### src/rtl/axil2wb_pkg.sv
// Shared types and constants for the AXI4-Lite to Wishbone bridge.
package axil2wb_pkg;

  typedef enum logic [2:0] {
    ST_IDLE,
    ST_WR_CYC,
    ST_WR_RESP,
    ST_RD_CYC,
    ST_RD_RESP
  } state_e;

  localparam logic [1:0]  RESP_OKAY   = 2'b00;
  localparam logic [1:0]  RESP_SLVERR = 2'b10;
  localparam logic [31:0] ERR_RDATA   = 32'hDEAD_BEEF;

endpackage

### src/rtl/axil2wb_if.sv
// AXI4-Lite and classic Wishbone B4 bus bundles used by the bridge.
interface axil_if #(parameter int unsigned AW = 12);
  logic          awvalid, awready;
  logic [AW-1:0] awaddr;
  logic          wvalid, wready;
  logic [31:0]   wdata;
  logic [3:0]    wstrb;
  logic          bvalid, bready;
  logic [1:0]    bresp;
  logic          arvalid, arready;
  logic [AW-1:0] araddr;
  logic          rvalid, rready;
  logic [31:0]   rdata;
  logic [1:0]    rresp;

  modport master (
    output awvalid, awaddr, wvalid, wdata, wstrb, bready, arvalid, araddr, rready,
    input  awready, wready, bvalid, bresp, arready, rvalid, rdata, rresp
  );
  modport slave (
    input  awvalid, awaddr, wvalid, wdata, wstrb, bready, arvalid, araddr, rready,
    output awready, wready, bvalid, bresp, arready, rvalid, rdata, rresp
  );
endinterface

interface wb_if;
  logic        wbm_cyc_o, wbm_stb_o, wbm_we_o;
  logic [3:0]  wbm_sel_o;
  logic [31:0] wbm_adr_o;
  logic [31:0] wbm_dat_o;
  logic [31:0] wbm_dat_i;
  logic        wbm_ack_i;

  modport master (
    output wbm_cyc_o, wbm_stb_o, wbm_we_o, wbm_sel_o, wbm_adr_o, wbm_dat_o,
    input  wbm_dat_i, wbm_ack_i
  );
  modport slave (
    input  wbm_cyc_o, wbm_stb_o, wbm_we_o, wbm_sel_o, wbm_adr_o, wbm_dat_o,
    output wbm_dat_i, wbm_ack_i
  );
endinterface

### src/rtl/axil2wb_timeout.sv
// Ack-wait watchdog: down-counter reloaded while clr is high, expires at zero while en is high.
module axil2wb_timeout #(
  parameter int pTIMEOUT = 255
) (
  input  logic wb_clk_i,
  input  logic wb_rst_i,
  input  logic clr,
  input  logic en,
  output logic expired
);

  localparam int CW = ($clog2(pTIMEOUT + 1) > 8) ? $clog2(pTIMEOUT + 1) : 8;
  localparam logic [CW-1:0] RELOAD = CW'(pTIMEOUT - 1);

  logic [CW-1:0] cnt_q, cnt_d;

  always_comb begin
    cnt_d = cnt_q;
    if (clr)
      cnt_d = RELOAD;
    else if (en && (cnt_q != '0))
      cnt_d = cnt_q - CW'(1);
  end

  always_ff @(posedge wb_clk_i or posedge wb_rst_i) begin
    if (wb_rst_i) cnt_q <= RELOAD;
    else          cnt_q <= cnt_d;
  end

  // Reloaded in IDLE, so the first strobe cycle sees pTIMEOUT-1 and the last sees 0.
  assign expired = en && (cnt_q == '0);

endmodule

### src/rtl/axil2wb_master.sv
// AXI4-Lite slave to classic Wishbone master bridge, one transaction outstanding.
// Optional ack timeout with SLVERR response when AXIL2WB_TIMEOUT_EN is defined.
//
// state      | meaning
// -----------+------------------------------------------------------------
// ST_IDLE    | offer ready (write beats read), accept on handshake
// ST_WR_CYC  | WB write cycle driven, waiting for ack
// ST_WR_RESP | bvalid held until bready
// ST_RD_CYC  | WB read cycle driven, waiting for ack
// ST_RD_RESP | rvalid/rdata held until rready
module axil2wb_master
  import axil2wb_pkg::*;
#(
  parameter int unsigned pADDR_WIDTH = 12,
  parameter int unsigned pDATA_WIDTH = 32,
  parameter logic [31:0] pBASE_ADDR  = 32'h3000_0000,
  parameter int          pTIMEOUT    = 255
) (
  input  logic  wb_clk_i,
  input  logic  wb_rst_i,
  axil_if.slave axil,
  wb_if.master  wb
);

  state_e                 state_q, state_d;
  logic                   awready_q, awready_d, wready_q, wready_d, arready_q, arready_d;
  logic                   bvalid_q, bvalid_d, rvalid_q, rvalid_d;
  logic [1:0]             bresp_q, bresp_d, rresp_q, rresp_d;
  logic [pDATA_WIDTH-1:0] rdata_q, rdata_d, dat_q, dat_d;
  logic                   cyc_q, cyc_d, stb_q, stb_d, we_q, we_d;
  logic [3:0]             sel_q, sel_d;
  logic [31:0]            adr_q, adr_d;
  logic                   wr_elig, tmo_expired;

`ifdef AXIL2WB_TIMEOUT_EN
  axil2wb_timeout #(.pTIMEOUT(pTIMEOUT)) u_timeout (
    .wb_clk_i (wb_clk_i),
    .wb_rst_i (wb_rst_i),
    .clr      (state_q == ST_IDLE),
    .en       (cyc_q),
    .expired  (tmo_expired)
  );
`else
  // No watchdog in this build: pTIMEOUT is ignored and the bridge waits forever.
  assign tmo_expired = (pTIMEOUT < 0);
`endif

  assign wr_elig = axil.awvalid && axil.wvalid;

  always_comb begin
    state_d   = state_q;
    awready_d = awready_q;
    wready_d  = wready_q;
    arready_d = arready_q;
    bvalid_d  = bvalid_q;
    bresp_d   = bresp_q;
    rvalid_d  = rvalid_q;
    rresp_d   = rresp_q;
    rdata_d   = rdata_q;
    cyc_d     = cyc_q;
    stb_d     = stb_q;
    we_d      = we_q;
    sel_d     = sel_q;
    adr_d     = adr_q;
    dat_d     = dat_q;
    case (state_q)
      ST_IDLE: begin
        if (awready_q && wr_elig) begin
          awready_d = 1'b0;
          wready_d  = 1'b0;
          cyc_d     = 1'b1;
          stb_d     = 1'b1;
          we_d      = 1'b1;
          sel_d     = axil.wstrb;
          adr_d     = {pBASE_ADDR[31:pADDR_WIDTH], axil.awaddr};
          dat_d     = axil.wdata;
          state_d   = ST_WR_CYC;
        end else if (arready_q && axil.arvalid) begin
          arready_d = 1'b0;
          cyc_d     = 1'b1;
          stb_d     = 1'b1;
          we_d      = 1'b0;
          sel_d     = 4'hF;
          adr_d     = {pBASE_ADDR[31:pADDR_WIDTH], axil.araddr};
          state_d   = ST_RD_CYC;
        end else begin
          awready_d = wr_elig;
          wready_d  = wr_elig;
          arready_d = axil.arvalid && !wr_elig;
        end
      end
      ST_WR_CYC: begin
        if (wb.wbm_ack_i || tmo_expired) begin
          cyc_d    = 1'b0;
          stb_d    = 1'b0;
          we_d     = 1'b0;
          bvalid_d = 1'b1;
          bresp_d  = wb.wbm_ack_i ? RESP_OKAY : RESP_SLVERR;
          state_d  = ST_WR_RESP;
        end
      end
      ST_RD_CYC: begin
        if (wb.wbm_ack_i || tmo_expired) begin
          cyc_d    = 1'b0;
          stb_d    = 1'b0;
          rvalid_d = 1'b1;
          rdata_d  = wb.wbm_ack_i ? wb.wbm_dat_i : ERR_RDATA;
          rresp_d  = wb.wbm_ack_i ? RESP_OKAY : RESP_SLVERR;
          state_d  = ST_RD_RESP;
        end
      end
      // Ready is offered on the handshake edge so the next request is taken one cycle later.
      ST_WR_RESP, ST_RD_RESP: begin
        if ((state_q == ST_WR_RESP) ? axil.bready : axil.rready) begin
          bvalid_d  = 1'b0;
          rvalid_d  = 1'b0;
          awready_d = wr_elig;
          wready_d  = wr_elig;
          arready_d = axil.arvalid && !wr_elig;
          state_d   = ST_IDLE;
        end
      end
      default: state_d = ST_IDLE;
    endcase
  end

  always_ff @(posedge wb_clk_i or posedge wb_rst_i) begin
    if (wb_rst_i) begin
      state_q   <= ST_IDLE;
      awready_q <= 1'b0;
      wready_q  <= 1'b0;
      arready_q <= 1'b0;
      bvalid_q  <= 1'b0;
      bresp_q   <= RESP_OKAY;
      rvalid_q  <= 1'b0;
      rresp_q   <= RESP_OKAY;
      rdata_q   <= '0;
      cyc_q     <= 1'b0;
      stb_q     <= 1'b0;
      we_q      <= 1'b0;
      sel_q     <= '0;
      adr_q     <= '0;
      dat_q     <= '0;
    end else begin
      state_q   <= state_d;
      awready_q <= awready_d;
      wready_q  <= wready_d;
      arready_q <= arready_d;
      bvalid_q  <= bvalid_d;
      bresp_q   <= bresp_d;
      rvalid_q  <= rvalid_d;
      rresp_q   <= rresp_d;
      rdata_q   <= rdata_d;
      cyc_q     <= cyc_d;
      stb_q     <= stb_d;
      we_q      <= we_d;
      sel_q     <= sel_d;
      adr_q     <= adr_d;
      dat_q     <= dat_d;
    end
  end

  assign axil.awready = awready_q;
  assign axil.wready  = wready_q;
  assign axil.arready = arready_q;
  assign axil.bvalid  = bvalid_q;
  assign axil.bresp   = bresp_q;
  assign axil.rvalid  = rvalid_q;
  assign axil.rresp   = rresp_q;
  assign axil.rdata   = rdata_q;
  assign wb.wbm_cyc_o = cyc_q;
  assign wb.wbm_stb_o = stb_q;
  assign wb.wbm_we_o  = we_q;
  assign wb.wbm_sel_o = sel_q;
  assign wb.wbm_adr_o = adr_q;
  assign wb.wbm_dat_o = dat_q;

endmodule

### src/flat_wrapper.sv
// flat-port wrapper written by rule: the top's interface ports become plain ports
module axil2wb_master_flat import axil2wb_pkg::*;
#(
  parameter int unsigned pADDR_WIDTH = 12,
  parameter int unsigned pDATA_WIDTH = 32,
  parameter logic [31:0] pBASE_ADDR  = 32'h3000_0000,
  parameter int          pTIMEOUT    = 255
)
  (wb_clk_i, wb_rst_i, axil_awvalid, axil_awaddr, axil_wvalid, axil_wdata, axil_wstrb, axil_bready, axil_arvalid, axil_araddr, axil_rready, axil_awready, axil_wready, axil_bvalid, axil_bresp, axil_arready, axil_rvalid, axil_rdata, axil_rresp, wb_wbm_cyc_o, wb_wbm_stb_o, wb_wbm_we_o, wb_wbm_sel_o, wb_wbm_adr_o, wb_wbm_dat_o, wb_wbm_dat_i, wb_wbm_ack_i);
  axil_if #(.AW(12)) axil_i ();
  wb_if wb_i ();
  input  logic wb_clk_i;
  input  logic wb_rst_i;
  input wire logic [$bits(axil_i.awvalid)-1:0] axil_awvalid;
  input wire logic [$bits(axil_i.awaddr)-1:0] axil_awaddr;
  input wire logic [$bits(axil_i.wvalid)-1:0] axil_wvalid;
  input wire logic [$bits(axil_i.wdata)-1:0] axil_wdata;
  input wire logic [$bits(axil_i.wstrb)-1:0] axil_wstrb;
  input wire logic [$bits(axil_i.bready)-1:0] axil_bready;
  input wire logic [$bits(axil_i.arvalid)-1:0] axil_arvalid;
  input wire logic [$bits(axil_i.araddr)-1:0] axil_araddr;
  input wire logic [$bits(axil_i.rready)-1:0] axil_rready;
  output wire logic [$bits(axil_i.awready)-1:0] axil_awready;
  output wire logic [$bits(axil_i.wready)-1:0] axil_wready;
  output wire logic [$bits(axil_i.bvalid)-1:0] axil_bvalid;
  output wire logic [$bits(axil_i.bresp)-1:0] axil_bresp;
  output wire logic [$bits(axil_i.arready)-1:0] axil_arready;
  output wire logic [$bits(axil_i.rvalid)-1:0] axil_rvalid;
  output wire logic [$bits(axil_i.rdata)-1:0] axil_rdata;
  output wire logic [$bits(axil_i.rresp)-1:0] axil_rresp;
  output wire logic [$bits(wb_i.wbm_cyc_o)-1:0] wb_wbm_cyc_o;
  output wire logic [$bits(wb_i.wbm_stb_o)-1:0] wb_wbm_stb_o;
  output wire logic [$bits(wb_i.wbm_we_o)-1:0] wb_wbm_we_o;
  output wire logic [$bits(wb_i.wbm_sel_o)-1:0] wb_wbm_sel_o;
  output wire logic [$bits(wb_i.wbm_adr_o)-1:0] wb_wbm_adr_o;
  output wire logic [$bits(wb_i.wbm_dat_o)-1:0] wb_wbm_dat_o;
  input wire logic [$bits(wb_i.wbm_dat_i)-1:0] wb_wbm_dat_i;
  input wire logic [$bits(wb_i.wbm_ack_i)-1:0] wb_wbm_ack_i;
  assign axil_i.awvalid = axil_awvalid;
  assign axil_i.awaddr = axil_awaddr;
  assign axil_i.wvalid = axil_wvalid;
  assign axil_i.wdata = axil_wdata;
  assign axil_i.wstrb = axil_wstrb;
  assign axil_i.bready = axil_bready;
  assign axil_i.arvalid = axil_arvalid;
  assign axil_i.araddr = axil_araddr;
  assign axil_i.rready = axil_rready;
  assign axil_awready = axil_i.awready;
  assign axil_wready = axil_i.wready;
  assign axil_bvalid = axil_i.bvalid;
  assign axil_bresp = axil_i.bresp;
  assign axil_arready = axil_i.arready;
  assign axil_rvalid = axil_i.rvalid;
  assign axil_rdata = axil_i.rdata;
  assign axil_rresp = axil_i.rresp;
  assign wb_wbm_cyc_o = wb_i.wbm_cyc_o;
  assign wb_wbm_stb_o = wb_i.wbm_stb_o;
  assign wb_wbm_we_o = wb_i.wbm_we_o;
  assign wb_wbm_sel_o = wb_i.wbm_sel_o;
  assign wb_wbm_adr_o = wb_i.wbm_adr_o;
  assign wb_wbm_dat_o = wb_i.wbm_dat_o;
  assign wb_i.wbm_dat_i = wb_wbm_dat_i;
  assign wb_i.wbm_ack_i = wb_wbm_ack_i;
  axil2wb_master #(.pADDR_WIDTH(pADDR_WIDTH), .pDATA_WIDTH(pDATA_WIDTH), .pBASE_ADDR(pBASE_ADDR), .pTIMEOUT(pTIMEOUT)) u_core (.wb_clk_i(wb_clk_i), .wb_rst_i(wb_rst_i), .axil(axil_i), .wb(wb_i));
endmodule
### config.mk
export PLATFORM = sky130hd
export DESIGN_NAME = axil2wb_master_flat
export DESIGN_NICKNAME = d
export VERILOG_FILES = /design/src/rtl/axil2wb_pkg.sv /design/src/rtl/axil2wb_if.sv /design/src/rtl/axil2wb_timeout.sv /design/src/rtl/axil2wb_master.sv /design/src/flat_wrapper.sv
export SDC_FILE = /design/constraint.sdc
export NUM_CORES = 1
export LEC_CHECK = 0
export ABC_AREA = 1
export CAP_MARGIN = 30
export CELL_PAD_IN_SITES_DETAIL_PLACEMENT = 0
export CELL_PAD_IN_SITES_GLOBAL_PLACEMENT = 2
export CORE_MARGIN = 2
export CORE_UTILIZATION = 22
export CTS_CLUSTER_DIAMETER = 100
export DETAILED_ROUTE_END_ITERATION = 8
export GPL_TIMING_DRIVEN = 0
export PLACE_DENSITY_LB_ADDON = 0.1
export RECOVER_POWER = 100
export REMOVE_ABC_BUFFERS = 1
export SLEW_MARGIN = 20
export SYNTH_ARGS = -nofsm -noshare
export SYNTH_HDL_FRONTEND = slang
export SYNTH_HIERARCHICAL = 1
export SYNTH_SLANG_ARGS = --single-unit
### constraint.sdc
create_clock -name wb_clk_i -period 4.2 [get_ports wb_clk_i]
set_input_delay 1.26 -clock wb_clk_i [delete_from_list [all_inputs] [get_ports wb_clk_i]]
set_output_delay 1.26 -clock wb_clk_i [all_outputs]
set_load 0.005 [all_outputs]
Word level (Yosys, flattened, before mapping) --
Index checks and enable logic that the tools add are counted.
Storage, ports and cells: input bits 100, word-level logic and storage cells 76, register bits 109
Cells by class: reduce and logical (&&, ||, !) cells 24, equal/unequal tests 11, multiplexer cells 30
Operators by type and width (count):
- two-way mux 32 bit | 2
- AND reduction 3 bit | 6
- two-way mux 3 bit | 5
- two-way mux 1 bit | 14
- one-hot mux 1 bit (2 select lines) | 6
- one-hot mux 3 bit (4 select lines) | 1
- nonzero test 2 bit | 6
- two-way mux 4 bit | 2
- == test 3 x 2 -> 1 bit (second input constant) | 2
- inequality test 2 bit (second input constant) | 3
- AND reduction 2 bit | 3
- logical AND 1 bit | 4
- inequality test 2 x 1 -> 1 bit (second input constant) | 2
- AND reduction 4 bit | 1
- OR reduction 2 bit | 2
- == test 3 x 1 -> 1 bit (second input constant) | 1
- == test 3 bit (second input constant) | 1
- zero test 3 bit | 1
- inequality test 3 x 1 -> 1 bit (second input constant) | 1
- inequality test 3 x 2 -> 1 bit (second input constant) | 1
- zero test 1 bit | 1

Logic depth before layout (Yosys ltp) --
word-level depth 6, depth in mapped cells 8, depth with buffers taken out 8

Worst setup path after synthesis --
Ideal clock, no wire load.
path type input-to-reg, start point in axil_awvalid, end point reg u_core.adr_q[6], in the netlist u_core/wb.wbm_adr_o[6], data arrival time 1.888 ns, data required time 4.076 ns, setup time 0.124 ns, cell stages on the path 5, slack 2.188 ns, buffers on the path 1, path through nand3_4 -> clkbuf_1 -> or2_0 -> o211ai_1 -> nand2_1
Between the ends: longest elaborated chain between the ends 4, elaborated cells on any way between the ends 5
Ends and longest elaborated chain:
- from (decl) | line flat_wrapper.sv:14 | input wire logic [$bits(axil_i.awvalid)-1:0] axil_awvalid;
- logical AND 1 bit (*) | line axil2wb_master.sv:48 | assign wr_elig = axil.awvalid && axil.wvalid;
- logical AND 1 bit (*) | line axil2wb_master.sv:68 | if (awready_q && wr_elig) begin
- nonzero test 2 bit (no source line)
- AND reduction 2 bit (no source line)
- to (signal assigned) | line axil2wb_master.sv:158 | adr_q <= adr_d;
- to (decl) | line axil2wb_master.sv:32 | logic [31:0] adr_q, adr_d;
Every way passes the cells marked *; elsewhere a longest branch is shown, timed or not. A chain may end at the register's enable or synchronous reset.

Worst setup path after layout --
start point in wb_wbm_ack_i, end point reg u_core.rdata_q[4], in the netlist u_core/axil.rdata[4]
Between the ends: longest elaborated chain between the ends 1
Ends and longest elaborated chain:
- from (decl) | line flat_wrapper.sv:38 | input wire logic [$bits(wb_i.wbm_ack_i)-1:0] wb_wbm_ack_i;
- AND reduction 2 bit (no source line)
- to (signal assigned) | line axil2wb_master.sv:153 | rdata_q <= rdata_d;
- to (decl) | line axil2wb_master.sv:29 | logic [pDATA_WIDTH-1:0] rdata_q, rdata_d, dat_q, dat_d;
No other way between the ends.

==> impl_metrics.py <==
metrics = {
    "outcome": {
        "status": "finished with violations",
        "violations": "max-capacitance violations, max-slew violations",
    },
    "worst_hold_path": {
        "hold_path.class": "reg -> reg",
    },
    "yosys": {
        "synth-main-ff-cell": "dfrtp_1",
        "seq_area_frac_synth_pct": 54.8,
        "avgSynthCellArea_um2": 8.81,
        "syn_inst": 467,
        "synth_edf_count": 0,
        "netlist_area_mm2": 0.00411,
        "yosys_warnings": 6,
        "yosysTopAreaCell": "dfrtp_1",
        "ys_ff_latch": 90,
        "synthArstFlopShare_pct": 100,
        "synthTopCellsByArea": "dfrtp_1, nand2_1, buf_4",
        "synth_top_cells_by_count": "nand2_1, dfrtp_1, nand3_1",
        "synth.most_common_cell": "nand2_1",
        "synth_top_area_share_pct": 54.8,
        "ys_types": 29,
    },
    "worst_setup_path": {
        "path_cells": "dlygate4sd3_1 > inv_1 > nor2_4 > nand2_4 > nand2_1 > nand2_1",
        "critPathRequiredTime_ns": 4.43,
        "worst_ep_arrival_time_ns": 3.32,
        "critPathSlowestCell": "nor2_4",
        "crit_type": "in -> reg",
        "critPathMostFrequentCell": "nand2_1",
        "critPathLaunchType": "primary input",
        "cp-end-kind": "flip-flop",
        "cpPeakStageDelay_ns": 0.67,
        "reg2reg_slack_ns": 2.05,
        "critPathMaxFanout": 34,
    },
    "sta": {
        "timing.slew.headroom_pct": -43.8,
        "rsz0062_at_grt": "no",
        "drv_slew": 45,
        "setup_viol": 0,
        "clock_skew_ns": 0.00905,
        "worstMarginPinSlew_ns": 2.15,
        "hold_viol": 0,
        "fmax_mhz": 324,
        "period_share_pct": 73.5,
        "min_period_ns": 3.09,
    },
    "floorplanning": {
        "io_pins": 212,
        "die-area_mm2": 0.0198,
        "start_util_pct": 22.2,
        "num_rows": 50,
        "fp.coreArea_mm2": 0.0185,
        "die_h_um": 141,
        "fp.dieW_um": 141,
    },
    "final_layout": {
        "syn_to_final_growth_pct": 53.8,
        "drive_gt1_share_pct": 6.62,
        "nFillCells": 1962,
        "fin_cells": 884,
        "antenna_cells": 0,
        "num-nets-final": 745,
        "fin_area_mm2": 0.00632,
    },
    "detailed_routing": {
        "vias_per_cell": 3.98,
        "vias": 3521,
        "wire_per_inst_um": 13.5,
        "routed_wl_um": 12000,
        "dr.pass1.iters": 4,
        "drc": 0,
        "postRouteAntennaNets": 0,
        "dr.first_iter.drc_count": 132,
    },
    "place": {
        "dp.cells": 868,
        "port_buffers": 189,
        "place_hpwl_um": 8220,
        "gp_congestion": 0.691,
        "placed_cell_area_mm2": 0.00608,
    },
    "global_route": {
        "grt_overflow": 0,
        "first_global_vias": 3599,
        "grt_use_total_pct": 12.4,
        "antenna_found_initial": 0,
        "grt_pass1_wl_um": 19200,
        "grt_max_degree": 47,
    },
    "run": {
        "cap_violations": 1,
    },
    "clocking": {
        "clkSlewWorstSetupHoldPaths_ns": 0.07,
        "cts.path.max_buffers": 2,
        "hold_buffers": 0,
        "cts_root_buffer": "clkbuf_16",
        "post_cts_buffers": 0,
        "cts_max_level": 3,
        "cts_sinks": 90,
        "cts_made_buffers": 9,
        "clkLatencyLatePin_ns": 0.34,
        "tritoncts": "done",
        "cts_resized": 0,
    },
    "power": {
        "power_density_mw_per_mm2": 592,
        "leakage_nw": 3.15,
        "vdd_ir_drop_max_uv": 216,
        "power_mw": 3.74,
    },
}
[path summary, 6_finish.rpt]
kind                                              startpoint                                 to  cells past startpoint
min reg2reg                u_core/axil.rdata[16]$_DFFE_PP0P_  u_core/axil.rdata[16]$_DFFE_PP0P_                      2
max                                             wb_wbm_ack_i   u_core/axil.rdata[4]$_DFFE_PP0P_                      6
max reg2reg                    u_core/state_q[2]$_DFFE_PP0P_   u_core/axil.rdata[4]$_DFFE_PP0P_                      6
max in group asynchronous                           wb_rst_i      u_core/state_q[1]$_DFFE_PP0P_                      2
min                        u_core/axil.rdata[16]$_DFFE_PP0P_  u_core/axil.rdata[16]$_DFFE_PP0P_                      2
min in group asynchronous                           wb_rst_i  u_core/axil.rdata[13]$_DFFE_PP0P_                      2
[sequential cells by signal, summed over array words and instances (netlist names)]
signal,flops
u_core/axil.arready,1
u_core/axil.bvalid,1
u_core/axil.wready,1
u_core/wb.wbm_stb_o,1
u_core/state_q,3
u_core/wb.wbm_dat_o,32
u_core/wb.wbm_sel_o,4
u_core/wb.wbm_adr_o,13
u_core/axil.rvalid,1
u_core/axil.rdata,32
u_core/wb.wbm_we_o,1
[logic make-up after synthesis]
kind of cell / count (synthesis) / share of synthesized area (%)
and+or+nand+nor: 304 / 32.2
AOI/OAI and AO/OA: 15 / 3.29
DFF: 90 / 54.8
buffers and inverters: 57 / 9.61
other: 1 / 0.0912
[power breakdown]
group          switching [mW]  internal [mW]  total (mW)
clock                   0.365          0.406       0.771
combinational           0.757          0.789        1.55
sequential              0.198           1.23        1.43
total                    1.32           2.42        3.74
[placed cells by master, fill, tap and decap left out, types with 2 or more instances in the layout]
cell type	Yosys	final
nor2_1	13	13
dfrtp_1	90	89
nor2_2	8	8
inv_1	7	6
or2_0	4	4
nor2_4	2	2
or2_1	7	7
conb_1	1	22
dlygate4sd3_1	0	93
inv_2	4	4
o211ai_2	6	2
or2_2	2	2
o211ai_1	6	10
clkinv_4	0	2
nand2_1	219	221
nand2_4	3	2
clkdlybuf4s50_1	0	96
clkbuf_16	0	9
nand3_1	40	41
clkinv_2	0	2
o21ai_0	2	2
inv_6	1	3
[worst max-delay path, delay by kind of cell]
kind          cells  cell delay [ns]
simple gates      4             1.33
buf+inv           2             0.69
[final cells by class]
class	instances	area [um^2]	area share (%)
flip-flops and latches	90	2250	35.6
repair buffers	191	1940	30.7
multi-input cells	341	1510	23.9
well taps	234	293	4.63
clock buffers	9	225	3.56
clock inverters	7	52.6	0.831
inverters	12	51.3	0.811
[layer usage]
metal	global-route usage [%]	vias up	wire, um
li1	-	1771	-
met1	15.8	1615	5440
met2	19.5	125	5400
met3	4.48	10	954
met4	4.26	0	163
met5	0	-	0
[through the flow]
| step | TNS (ns) | setup WS (ns) | hold slack [ns] | utilization (%) |
|---|---|---|---|---|
| global placement | -108.76 | -1.21 | 0.453 | 32.6 |
| finish | 0 | 1.11 | 0.464 | 34.1 |
| detailed placement | 0 | 0.725 | 0.458 | 32.9 |
| CTS | 0 | 1.09 | 0.475 | 34.4 |
| global route | 0 | 0.704 | 0.486 | 34.1 |
| floorplan | 0 | 0.605 | 0.464 | - |
(Power assumes the default switching activity.)
